`src/rtl/branch_predictor_pkg.sv`:
```
// Shared constants for the IF-stage branch target buffer.
package branch_predictor_pkg;

   // 2-bit direction counter encoding; bit 1 set means "predict taken"
   localparam logic [1:0] SNT = 2'b00;
   localparam logic [1:0] WNT = 2'b01;
   localparam logic [1:0] WT  = 2'b10;
   localparam logic [1:0] ST  = 2'b11;

   // Fall-through increment (no delay slot)
   localparam logic [31:0] PC_INC = 32'd4;

   // Default table depth
   localparam int BP_ENTRIES = 16;

endpackage

```
`src/rtl/branch_predictor_sat_counter.sv`:
```
// Next-state function of a 2-bit saturating direction counter.
module bp_sat_counter
   import branch_predictor_pkg::*;
(
   input  logic [1:0] ctr,
   input  logic       taken,
   output logic [1:0] next_ctr
);

   // Step toward taken/not-taken, holding at ST/SNT
   always_comb begin
      next_ctr = ctr;
      if (taken) begin
         if (ctr != ST) next_ctr = ctr + 2'd1;
      end else begin
         if (ctr != SNT) next_ctr = ctr - 2'd1;
      end
   end

endmodule

```
`src/rtl/branch_predictor.sv`:
```
// Direct-mapped BTB with 2-bit counters: zero-latency lookup for the fetch
// PC, training and misprediction detection from the ID-stage resolution.
module branch_predictor
   import branch_predictor_pkg::*;
#(
   parameter int ENTRIES = BP_ENTRIES,
   parameter int IDX_W   = $clog2(ENTRIES),
   parameter int TAG_W   = 30 - IDX_W
) (
   input  logic        clk,
   input  logic        rst_n,
   input  logic [31:0] if_pc,
   output logic        pred_taken,
   output logic [31:0] pred_target,
   input  logic        upd_valid,
   input  logic [31:0] upd_pc,
   input  logic        upd_taken,
   input  logic [31:0] upd_target,
   input  logic        upd_pred_taken,
   input  logic [31:0] upd_pred_target,
   input  logic        stall,
   output logic        mispredict,
   output logic [31:0] redirect_pc,
   output logic [31:0] stat_branches,
   output logic [31:0] stat_mispredicts
);

   logic [ENTRIES-1:0] valid;
   logic [TAG_W-1:0]   tag_q    [ENTRIES];
   logic [31:0]        target_q [ENTRIES];
   logic [1:0]         ctr_q    [ENTRIES];

   logic [IDX_W-1:0] if_idx, upd_idx;
   logic [TAG_W-1:0] if_tag, upd_tag;
   logic             if_hit, upd_hit, active;
   logic [31:0]      actual_next;
   logic [1:0]       ctr_next;
   logic             unused_pc_bits;

   assign if_idx  = if_pc[IDX_W+1:2];
   assign if_tag  = if_pc[31:IDX_W+2];
   assign upd_idx = upd_pc[IDX_W+1:2];
   assign upd_tag = upd_pc[31:IDX_W+2];

   // Instructions are word aligned; the low PC bits carry no information
   assign unused_pc_bits = ^{if_pc[1:0], upd_pc[1:0]};

   // Lookup reads pre-edge contents; no bypass from a same-cycle update
   assign if_hit      = valid[if_idx] && (tag_q[if_idx] == if_tag);
   assign pred_taken  = if_hit && ctr_q[if_idx][1];
   assign pred_target = pred_taken ? target_q[if_idx] : if_pc + PC_INC;

   // Resolution against what IF predicted for this branch
   assign active      = upd_valid && !stall;
   assign actual_next = upd_taken ? upd_target : upd_pc + PC_INC;
   assign mispredict  = active && ((actual_next != upd_pred_target) ||
                                   (upd_taken != upd_pred_taken));
   assign redirect_pc = active ? actual_next : 32'd0;

   assign upd_hit = valid[upd_idx] && (tag_q[upd_idx] == upd_tag);

   bp_sat_counter u_ctr (
      .ctr      (ctr_q[upd_idx]),
      .taken    (upd_taken),
      .next_ctr (ctr_next)
   );

   // Valid bits, direction counters and statistics; cleared asynchronously
   always_ff @(posedge clk or negedge rst_n) begin
      if (!rst_n) begin
         valid            <= '0;
         stat_branches    <= 32'd0;
         stat_mispredicts <= 32'd0;
         for (int i = 0; i < ENTRIES; i++) ctr_q[i] <= WNT;
      end else if (active) begin
         stat_branches    <= stat_branches + 32'd1;
         stat_mispredicts <= stat_mispredicts + 32'(mispredict);
         if (upd_hit) begin
            ctr_q[upd_idx] <= ctr_next;
         end else if (upd_taken) begin
            valid[upd_idx] <= 1'b1;
            ctr_q[upd_idx] <= WT;
         end
      end
   end

   // Tag/target payload: only meaningful under valid, so no reset needed.
   // A taken update either refreshes a hit (same tag) or allocates a miss.
   always_ff @(posedge clk) begin
      if (active && upd_taken) begin
         tag_q[upd_idx]    <= upd_tag;
         target_q[upd_idx] <= upd_target;
      end
   end

endmodule

```
`config.mk`:
```
export PLATFORM = sky130hd
export DESIGN_NAME = branch_predictor
export DESIGN_NICKNAME = d
export VERILOG_FILES = /design/src/rtl/branch_predictor_pkg.sv /design/src/rtl/branch_predictor_sat_counter.sv /design/src/rtl/branch_predictor.sv
export SDC_FILE = /design/constraint.sdc
export NUM_CORES = 2
export LEC_CHECK = 0
export ABC_AREA = 1
export CAP_MARGIN = 20
export CORE_AREA = 2 2 308 310
export DETAILED_ROUTE_END_ITERATION = 6
export DIE_AREA = 0 0 310 312
export HOLD_SLACK_MARGIN = 0.03
export PLACE_DENSITY_LB_ADDON = 0.2
export SLEW_MARGIN = 20
export SYNTH_ARGS = -nofsm -noshare
export SYNTH_HDL_FRONTEND = slang
export SYNTH_SLANG_ARGS = --single-unit
```
`constraint.sdc`:
```
create_clock -name clk -period 3.8 [get_ports clk]
set_input_delay 0.76 -clock clk [delete_from_list [all_inputs] [get_ports clk]]
set_output_delay 0.76 -clock clk [all_outputs]
set_load 0.05 [all_outputs]
```
==> metrics.yaml <==
outcome: "complete, but fails checks"
violations: "negative setup slack"
syn_area_um2: 51100
hold_path_class: "input port to async pin"
area_growth_pct: 29.2
layout_min_cycle_time_ns: 4.23
max_freq_mhz: 237
grt_first_pass_wirelength_um: 272000
grt_max_degree: 156
worst_slew_pin_slew_ns: 0.961
drt_wl_total_um: 189000
num_rows: 112
clk_latency_ns: 0.73
fp.dieH_um: 312
avgSynthCellArea_um2: 9.40
clk_path_buf_depth: 3
routed_via_density: 6.02
power_density_nw_per_um2: 410
crit_top_cell: "buf_16"
synth-edff-count: 928
cap_violations: 0
io_pins: 264
drt_iter0_drc: 7003
h-tree-depth: 3
vias: 45100
grt_use_total_pct: 38.3
rsz0062_at_grt: "true"
yosysWarnings: 0
p_leak_nw: 26.7
cts_root_buf: "clkbuf_16"
place_ws_ns: -1.08
drc: 0
dr.pass1.iters: 6
wire_per_inst_um: 25.2
hold-worst-slack_ns: 0.194
power.total_w: 0.0271
cts_buffers: 107
worstPathCellList: "buf_16, buf_16, buf_16, buf_6, a21oi_1, o21ai_0, nand3_1, nand3_2, nand3_1, nand2_1, nor2_1, nand2_1, nor2_1, nand3b_1, nor2_2, buf_6, nand2_2, o21ai_1, buf_4, buf_12"
die_x_um: 310
ys.flop_type: "edfxtp_1"
cts_tree: "yes"
initial_core_util_pct: 54.9
synth_seq_cells: 1040
cts_num_sinks: 1040
worst-path-max-fanout: 8
gp_congestion: 1.02
drtAntennaViolNets: 0
drv_slew: 0
postSynthCellCount: 5432
drive_gt1_share_pct: 20.1
final.setup.worst_slack_ns: -0.428
cp_slowest_cell: "nand3_1"
coreArea_um2: 93000
dp_hpwl_um: 126000
cts_hold_buf: 0
syn-num-nets: 5575
synth.top_cell.area_share_pct: 54.6
max_slew_margin_pct: 35.9
path_class: "input port to output port"
ys_types: 53
die_area_um2: 96700
grt_overflow_total: 0
antenna_found_initial: 12
grt_pass1_vias: 42300
yosysTopAreaCell: "edfxtp_1"
final_hold_viol_count: 0
io_buffers: 263
clk_pin_slew_worst_paths_ns: 0.06
dp_cells: 7237
async_flop_share_pct: 10.8
cpPeakStageDelay_ns: 0.20
arrival_ns: 3.47
worstSetupEndpointType: "output port"
yosys-top-cells-area: "edfxtp_1, nand2_1, o21ai_0"
cp-start-kind: "input port"
critical_path_required_ns: 3.04
clock_skew_ns: 0.0551
vdd_drop_max_mv: 0.466
finalCritPeriodShare_pct: 111
stdcell_count: 7497
setup_viol: 34
synth_seq_area_share_pct: 60.1
nets: 6283
area by class of cell:
| type | count | area, µm² |
|---|---|---|
| Sequential cell | 1040 | 30700 |
| Fill cell | 6940 | 27100 |
| Multi-Input combinational cell | 3596 | 18200 |
| Timing Repair Buffer | 903 | 10100 |
| Clock buffer | 133 | 2850 |
| Inverter | 491 | 1900 |
| Tap cell | 1254 | 1570 |
| Clock inverter | 70 | 598 |
| Antenna cell | 9 | 22.5 |
| Timing Repair inverter | 1 | 11.3 |
where the power goes:
part / leakage (nW) / switching, W / internal [W]
clock: 1.67 / 0.00466 / 0.00570
combinational: 15.3 / 0.00255 / 0.00147
sequential: 9.67 / 0.000103 / 0.0126
total: 26.7 / 0.00731 / 0.0198
cell families (layout without fill, tap and decap cells):
family	count (synthesis)	in the layout	share of synthesized area (%)
AO/OA/AOI/OAI	1090	1090	12.1
flip-flops	1040	1040	60.1
buffers and inverters	796	1598	6.79
AND/OR/NAND/NOR	2393	2393	19.0
adder cells (fa/ha/maj)	10	10	0.240
multiplexers	1	1	0.0196
other	0	9	0
XOR/XNOR	102	102	1.75
cell usage in the layout (no fill, tap or decap), drive strengths merged, types with 9 or more instances in the layout:
cell           instances
nand2               1257
edfxtp               928
nor2                 725
buf                  707
o21ai                609
inv                  489
nand3                309
a21oi                207
clkdlybuf4s50        154
clkbuf               149
o211ai               101
dfrtp                 96
o22ai                 83
xor2                  68
clkinv                58
o221ai                51
nor3                  40
xnor2                 34
nand4                 30
dlymetal6s2s          20
o2111ai               16
dfstp                 16
or2                   15
clkinvlp              10
nand3b                10
o21bai                10
diode                  9
ha                     9
worst max-delay path: cells and delay by family:
kind	cells	cell delay [ns]
AND/OR/NAND/NOR	10	1.25
buffers and inverters	7	1.06
AO/OA/AOI/OAI	3	0.38
cells in the mapped netlist, types with 4 or more instances:
| master | number |
|---|---|
| nand2_1 | 1246 |
| edfxtp_1 | 928 |
| nor2_1 | 705 |
| o21ai_0 | 530 |
| inv_1 | 479 |
| nand3_1 | 307 |
| a21oi_1 | 197 |
| clkbuf_1 | 130 |
| buf_2 | 101 |
| o211ai_1 | 101 |
| dfrtp_1 | 96 |
| o22ai_1 | 83 |
| o21ai_1 | 77 |
| xor2_1 | 68 |
| o221ai_1 | 51 |
| nor3_1 | 39 |
| xnor2_1 | 34 |
| buf_6 | 31 |
| nand4_1 | 30 |
| buf_4 | 27 |
| nor2_2 | 17 |
| dfstp_2 | 16 |
| o2111ai_1 | 16 |
| buf_1 | 14 |
| or2_2 | 14 |
| nand2_2 | 11 |
| a21oi_2 | 10 |
| nand3b_1 | 10 |
| ha_1 | 9 |
| o21bai_1 | 9 |
| o31ai_1 | 8 |
| inv_2 | 7 |
| clkinv_1 | 4 |
path summary, 6_finish.rpt:
path,slack [ns],cells after the start,end,from
min in group clk,0.39,2,tag_q[3][1],upd_pc[7]
min,0.19,1,stat_mispredicts[0],rst_n
max,-0.43,20,pred_target[11],if_pc[2]
min reg2reg,0.47,2,ctr_q[22],ctr_q[22]
max reg2reg,1.07,19,ctr_q[5],tag_q[8][12]
max in group asynchronous,2.76,2,ctr_q[26],rst_n
timing repair:
item | in CTS | in global routing
setup buffers | 18 | 21
cloned | 7 | 8
pin swaps | 48 | 113
gates resized for setup | 218 | 265
endpoints found under the setup margin | 55 | 59
metrics by stage:
step,instance area (µm²),TNS [ns],utilization (%)
3_3_place_gp,60500,-45.14,65.0
6_report,66000,-10.65,70.9
5_1_grt,66000,-14.42,70.9
3_5_place_dp,60500,-48.36,65.0
2_1_floorplan,51300,-32.13,-
4_1_cts,64900,-8.46,69.8
metal layers:
layer  share of wire (%)  vias to the layer above  GRT usage, %
li1                    -                    19900             -
met1                  37                    21500          52.0
met2                  45                     3162          58.3
met3                  13                      525          8.95
met4                 5.4                        8          18.6
met5               0.030                        -             0
state kept, by name, indices dropped and copies added, names as in the netlist:
name	cells
target_q	512
stat_mispredicts	32
valid	16
stat_branches	32
tag_q	416
ctr_q	32
Power figures use the tool's default switching activity.
